`config.mk`:
```
export PLATFORM = sky130hd
export DESIGN_NAME = uart_cmd_wrapper
export DESIGN_NICKNAME = d
export VERILOG_FILES = /design/src/rtl/uart_cmd_wrapper_pkg.sv /design/src/rtl/uart_rx.sv /design/src/rtl/uart_cmd_wrapper.sv
export SDC_FILE = /design/constraint.sdc
export NUM_CORES = 1
export LEC_CHECK = 0
export BUFFER_PORTS_ARGS = -buffer_cell sky130_fd_sc_hd__clkbuf_2
export CAP_MARGIN = 30
export CORE_MARGIN = 4
export CORE_UTILIZATION = 30
export CTS_CLUSTER_SIZE = 28
export DETAILED_ROUTE_END_ITERATION = 10
export PLACE_DENSITY = 0.57
export SYNTH_ARGS = -nofsm -noshare
export SYNTH_HDL_FRONTEND = slang
export SYNTH_SLANG_ARGS = --single-unit
```
`constraint.sdc`:
```
create_clock -name clk -period 2.5 [get_ports clk]
set_input_delay 0.5 -clock clk [delete_from_list [all_inputs] [get_ports clk]]
set_output_delay 0.5 -clock clk [all_outputs]
set_load 0.005 [all_outputs]
```
`src/rtl/uart_cmd_wrapper_pkg.sv`:
```
// ---------------------------------------------------------------------------
// uart_cmd_wrapper_pkg
// Shared definitions for the UART command link endpoint.
//   BAUD_DIV_DEFAULT : clocks per serial bit (50 MHz / 19200 baud)
//   GAP_TO_DEFAULT   : clocks allowed between the high byte and the low byte
//   POS_ACK / ERR    : response codes sent back to the remote
//   rx_state_t       : receiver states
//   tx_state_t       : transmitter states
//   asm_state_t      : command assembly states
// ---------------------------------------------------------------------------
package uart_cmd_wrapper_pkg;

    localparam int BAUD_DIV_DEFAULT = 2604;
    localparam int GAP_TO_DEFAULT   = 131072;

    localparam logic [7:0] POS_ACK = 8'hA5;
    localparam logic [7:0] ERR     = 8'hE5;

    typedef enum logic {RX_IDLE, RX_RECV} rx_state_t;
    typedef enum logic {TX_IDLE, TX_XMIT} tx_state_t;
    typedef enum logic {WAIT_HI, WAIT_LO} asm_state_t;

endpackage

```
`src/rtl/uart_rx.sv`:
```
// ---------------------------------------------------------------------------
// uart_rx
// 8N1 serial receiver: two-flop synchronizer, mid-bit baud sampling and an
// LSB-first shifter.
//   clk, rst_n : system clock, asynchronous active-low reset
//   rx         : serial input, idle high, asynchronous to clk
//   rx_data    : last received byte, valid while rx_rdy is high
//   rx_rdy     : one-clock pulse at the stop sample of a good frame
//   rx_busy    : high while a frame is being received
// ---------------------------------------------------------------------------
module uart_rx
    import uart_cmd_wrapper_pkg::*;
#(
    parameter int BAUD_DIV = BAUD_DIV_DEFAULT
) (
    input  logic       clk,
    input  logic       rst_n,
    input  logic       rx,
    output logic [7:0] rx_data,
    output logic       rx_rdy,
    output logic       rx_busy
);

    localparam int CNT_W = $clog2(BAUD_DIV + 1);
    localparam logic [CNT_W-1:0] HALF_BIT  = CNT_W'(BAUD_DIV / 2);
    localparam logic [CNT_W-1:0] FULL_BIT  = CNT_W'(BAUD_DIV);
    localparam logic [CNT_W-1:0] SAMPLE_AT = CNT_W'(1);

    rx_state_t        state;
    logic             rx_s1;
    logic             rx_s2;
    logic             rx_prev;
    logic [CNT_W-1:0] baud_cnt;
    logic [3:0]       bit_idx;
    logic [7:0]       shift;

    assign rx_data = shift;
    assign rx_busy = (state == RX_RECV);

    // Synchronize RX, find the falling edge of a start bit, then take ten
    // mid-bit samples. The first countdown is half a bit so every later
    // sample lands in the middle of its bit. Returning to idle on the stop
    // sample lets a start bit that follows immediately be caught.
    always_ff @(posedge clk or negedge rst_n) begin
        if (!rst_n) begin
            rx_s1    <= 1'b1;
            rx_s2    <= 1'b1;
            rx_prev  <= 1'b1;
            state    <= RX_IDLE;
            baud_cnt <= '0;
            bit_idx  <= '0;
            shift    <= '0;
            rx_rdy   <= 1'b0;
        end else begin
            rx_s1   <= rx;
            rx_s2   <= rx_s1;
            rx_prev <= rx_s2;
            rx_rdy  <= 1'b0;
            case (state)
                RX_IDLE: begin
                    if (rx_prev && !rx_s2) begin
                        state    <= RX_RECV;
                        baud_cnt <= HALF_BIT;
                        bit_idx  <= '0;
                    end
                end
                RX_RECV: begin
                    if (baud_cnt == SAMPLE_AT) begin
                        baud_cnt <= FULL_BIT;
                        bit_idx  <= bit_idx + 4'd1;
                        if (bit_idx == 4'd0) begin
                            // A start bit that is high mid-bit was a glitch.
                            if (rx_s2) state <= RX_IDLE;
                        end else if (bit_idx == 4'd9) begin
                            // A low stop bit is a framing error: drop the byte.
                            state  <= RX_IDLE;
                            rx_rdy <= rx_s2;
                        end else begin
                            shift <= {rx_s2, shift[7:1]};
                        end
                    end else begin
                        baud_cnt <= baud_cnt - SAMPLE_AT;
                    end
                end
                default: state <= RX_IDLE;
            endcase
        end
    end

endmodule

```
`src/rtl/uart_cmd_wrapper.sv`:
```
// ---------------------------------------------------------------------------
// uart_cmd_wrapper
// Responder endpoint of the UART command link. Pairs of received bytes
// (high first) become 16-bit commands; response bytes are serialized on TX.
//   clk, rst_n  : system clock, asynchronous active-low reset
//   RX          : serial input, idle high
//   TX          : serial output, idle high
//   cmd         : last assembled command {high, low}
//   cmd_rdy     : level, a new cmd is valid
//   clr_cmd_rdy : pulse, clears cmd_rdy
//   resp        : response byte, sampled when trmt is accepted
//   trmt        : pulse, start transmitting resp
//   tx_done     : level, last response fully sent
// ---------------------------------------------------------------------------
module uart_cmd_wrapper
    import uart_cmd_wrapper_pkg::*;
#(
    parameter int BAUD_DIV = BAUD_DIV_DEFAULT,
    parameter int GAP_TO   = GAP_TO_DEFAULT
) (
    input  logic        clk,
    input  logic        rst_n,
    input  logic        RX,
    output logic        TX,
    output logic [15:0] cmd,
    output logic        cmd_rdy,
    input  logic        clr_cmd_rdy,
    input  logic [7:0]  resp,
    input  logic        trmt,
    output logic        tx_done
);

    localparam int CNT_W = $clog2(BAUD_DIV + 1);
    localparam logic [CNT_W-1:0] BIT_LAST = CNT_W'(BAUD_DIV - 1);
    localparam int GAP_W = $clog2(GAP_TO + 1);
    localparam logic [GAP_W-1:0] GAP_LAST = GAP_W'(GAP_TO - 1);

    logic [7:0] rx_data;
    logic       rx_rdy;
    logic       rx_busy;

    uart_rx #(
        .BAUD_DIV (BAUD_DIV)
    ) u_rx (
        .clk     (clk),
        .rst_n   (rst_n),
        .rx      (RX),
        .rx_data (rx_data),
        .rx_rdy  (rx_rdy),
        .rx_busy (rx_busy)
    );

    asm_state_t       asm_state;
    logic [7:0]       hi_byte;
    logic [GAP_W-1:0] gap_cnt;

    // Command assembly. The gap counter only runs while waiting for the low
    // byte with the line idle; any reception in progress restarts it. A
    // completed pair sets cmd_rdy after the clear so that a coincident
    // clr_cmd_rdy loses.
    always_ff @(posedge clk or negedge rst_n) begin
        if (!rst_n) begin
            asm_state <= WAIT_HI;
            hi_byte   <= '0;
            gap_cnt   <= '0;
            cmd       <= '0;
            cmd_rdy   <= 1'b0;
        end else begin
            if (clr_cmd_rdy) cmd_rdy <= 1'b0;
            case (asm_state)
                WAIT_HI: begin
                    gap_cnt <= '0;
                    if (rx_rdy) begin
                        hi_byte   <= rx_data;
                        cmd_rdy   <= 1'b0;
                        asm_state <= WAIT_LO;
                    end
                end
                WAIT_LO: begin
                    if (rx_rdy) begin
                        cmd       <= {hi_byte, rx_data};
                        cmd_rdy   <= 1'b1;
                        gap_cnt   <= '0;
                        asm_state <= WAIT_HI;
                    end else if (rx_busy) begin
                        gap_cnt <= '0;
                    end else if (gap_cnt == GAP_LAST) begin
                        gap_cnt   <= '0;
                        asm_state <= WAIT_HI;
                    end else begin
                        gap_cnt <= gap_cnt + 1'b1;
                    end
                end
                default: asm_state <= WAIT_HI;
            endcase
        end
    end

    tx_state_t        tx_state;
    logic [9:0]       tx_shift;
    logic [CNT_W-1:0] tx_baud;
    logic [3:0]       tx_bit;

    // TX is taken straight from the shift register LSB, so the idle value
    // of all ones keeps the line high and reset forces it high at once.
    assign TX = tx_shift[0];

    // Response serializer: the frame {stop, data, start} shifts out LSB
    // first, one bit every BAUD_DIV clocks; trmt is ignored while busy.
    always_ff @(posedge clk or negedge rst_n) begin
        if (!rst_n) begin
            tx_state <= TX_IDLE;
            tx_shift <= '1;
            tx_baud  <= '0;
            tx_bit   <= '0;
            tx_done  <= 1'b0;
        end else begin
            case (tx_state)
                TX_IDLE: begin
                    if (trmt) begin
                        tx_shift <= {1'b1, resp, 1'b0};
                        tx_baud  <= '0;
                        tx_bit   <= '0;
                        tx_done  <= 1'b0;
                        tx_state <= TX_XMIT;
                    end
                end
                TX_XMIT: begin
                    if (tx_baud == BIT_LAST) begin
                        tx_baud <= '0;
                        if (tx_bit == 4'd9) begin
                            tx_shift <= '1;
                            tx_done  <= 1'b1;
                            tx_state <= TX_IDLE;
                        end else begin
                            tx_bit   <= tx_bit + 4'd1;
                            tx_shift <= {1'b1, tx_shift[9:1]};
                        end
                    end else begin
                        tx_baud <= tx_baud + 1'b1;
                    end
                end
                default: tx_state <= TX_IDLE;
            endcase
        end
    end

endmodule
```
==> out/results.ini <==
[outcome]
status = finished clean

[route]
remaining_drc_errors = 0
wire_per_inst_um = 13.7
via_per_inst = 4.97
wl_um = 9480
via_count = 3445
final_antenna_net_count = 0
dr.first_iter.drc_count = 278
dr.pass1.iters = 6

[sta]
hold_viol = 0
finalClockSkew_ps = 7.86
finalSetupViolCount = 0
tightest_slew_ps = 789
hold_slack_ps = 50.4
fin_crit_ps = 2090
relSlewSlack = 0.469
drv_slew = 0
clock.fmax_mhz = 479
fin_ws_ps = 413
grt_setup_unrepaired = false
tns_ps = 0
post-route-period-util = 0.835

[global_route]
grt_pass1_vias = 3376
grt_overflow = 0
grt_pass1_wl_um = 16500
grt_max_degree = 49
grt_use_total = 0.110
antenna_found_initial = 0

[placed_design]
place.port_buffers = 31
dp_slack_ps = 411
dp_hpwl_um = 6420
place.gp.congestion = 0.788

[finish]
syn_to_final_growth_pct = 15.7
antenna_cells = 0
multi_input_area_sq_um = 2150
final_common_cell = dfrtp_1
nNetsFinal = 499
area.sequential_sq_um = 2520
most-common-layout-cells = dfrtp_1 (88), nor2_1 (42), mux2_2 (39)
drive_gt1_frac = 0.253
n_fill_cell = 1546
fin_util = 0.360

[worst_setup_path]
startpoint = tx_baud[0]
critPathMaxFanout = 7
critPathLaunchType = flop
setup.worst_path.class = flop to flop
end_kind = flop
path_cells = ha_1 -> nand4b_1 -> nor3_2 -> mux2i_1 -> mux2_2
r2r_start = tx_baud[0]
cp_data_required_time_ps = 2770
critPathMaxStageDelay_ps = 580
cp_data_arrival_time_ps = 2360
crit_path_top_delay_cell = mux2i_1

[die]
core_area_sq_um = 15400
die_h_um = 134
dieArea_sq_um = 18100
rows = 45
start_util = 0.311
ios = 32
dieWidth_um = 134

[logic_synthesis]
async_flop_share = 1.00
yosysWarningCount = 0
ys_types = 57
syn_nets = 467
synthCells = 445
synth_edf_count = 0
seq_area_frac_synth = 0.525
yosysTopAreaCell = dfrtp_1
synth_top_area_share = 0.459
avgSynthCellArea_sq_um = 10.8
synth_ff_type = dfrtp_1
synth_area_sq_um = 4800
synthTopCellsByArea = dfrtp_1 (46%), mux2_2 (9.2%), dfstp_2 (6.6%), nor2_1 (3.3%), o21ai_0 (3.1%)
synth_seq_cells = 100

[job]
maxCapViolCount = 0

[min_path]
hp-class = input port to asynchronous set/reset pin

[clock_network]
cts_tree = yes
cts.sinks = 100
cts-htree-levels = 3
clock_path_buffers = 2
post_cts_resize_count = 0
clkLatencyLatePin_ps = 350
cts_hold_buf = 0
clk_pin_slew_ps = 80
cts_made_buffers = 9
cts_setup_buffers = 0
cts-root-buf = clkbuf_16

[power]
ir_drop_v = 0.000418
p_per_area_nw_per_um2 = 663
leakagePower_nw = 2.41

==> final cells by class <==
cell class	count	share of cell area
Sequential cell	100	0.453
Multi-Input combinational cell	311	0.388
Tap cell	211	0.0476
Timing Repair Buffer	39	0.0415
Clock buffer	9	0.0406
Clock inverter	7	0.0185
Inverter	16	0.0108
==> kinds of logic after synthesis <==
logic type,Yosys count,synth area share
AO/OA/AOI/OAI,87,0.118
adder cells (fa/ha/maj),9,0.0235
flip-flops,100,0.525
XOR/XNOR,16,0.0292
buffers and inverters,34,0.0271
AND/OR/NAND/NOR,154,0.173
multiplexers,45,0.105
==> critical path: cells and delay by family (launching register included) <==
family                   cells  cell delay [ps]
adder cells (fa/ha/maj)      1              260
multiplexers                 2             1000
AND/OR/NAND/NOR              2              340
flip-flops                   1              420
==> routing by layer <==
layer	part of all wire	GRT usage
met1	0.49	0.152
met2	0.45	0.173
met3	0.035	0.0186
met4	0.019	0.0469
met5	0	0
==> state kept, by name, summed over array words and instances, names as in the netlist <==
signal / cells
gap_cnt: 18
cmd: 16
tx_baud: 12
u_rx.baud_cnt: 12
tx_shift: 9
hi_byte: 8
u_rx.rx_data: 8
tx_bit: 4
u_rx.bit_idx: 4
asm_state: 1
cmd_rdy: 1
tx_done: 1
tx_state: 1
u_rx.rx_busy: 1
u_rx.rx_prev: 1
u_rx.rx_rdy: 1
u_rx.rx_s1: 1
u_rx.rx_s2: 1
==> cells in the mapped netlist (4+ instances only) <==
master and n:
a21o_1 4, a21oi_1 19, a22o_1 8, and3_1 6
clkbuf_1 16, dfrtp_1 88, dfstp_2 12, ha_1 9
inv_1 16, mux2_2 39, mux2i_1 5, nand2_1 22
nand3_1 22, nand3b_1 4, nand4_1 4, nor2_1 42
nor2b_1 5, nor3_1 9, nor4_1 7, o21ai_0 30
o31ai_1 5, or3_1 6, or4_1 4, xnor2_1 12
xor2_1 4
==> path summary, 6_finish.rpt <==
kind / endpoint / slack (ps) / cells after the start
max in group asynchronous: tx_shift[1] / 1710 / 2
min in group clk: u_rx.rx_s1 / 220 / 1
hold reg to reg: u_rx.rx_s2 / 360 / 0
hold / removal: tx_bit[2] / 50 / 1
setup / recovery: tx_shift[2] / 410 / 5
setup reg to reg: tx_shift[2] / 410 / 5
==> report_power, final <==
| part | switching [mW] | leakage [nW] | total, mW | internal, mW |
|---|---|---|---|---|
| clock network | 0.682 | 0.160 | 1.50 | 0.815 |
| logic | 0.171 | 0.951 | 0.328 | 0.157 |
| registers | 0.137 | 1.30 | 1.86 | 1.72 |
==> stage by stage <==
step | power, mW | std cells | instance area (sq um)
floorplan | 2.09 | 445 | 4800
global placement | 2.20 | 677 | 5220
detailed placement | 2.21 | 677 | 5220
CTS | 3.72 | 693 | 5550
global route | 3.86 | 693 | 5550
finish | 3.68 | 693 | 5550
No activity file was read; power rests on OpenSTA's default activity.
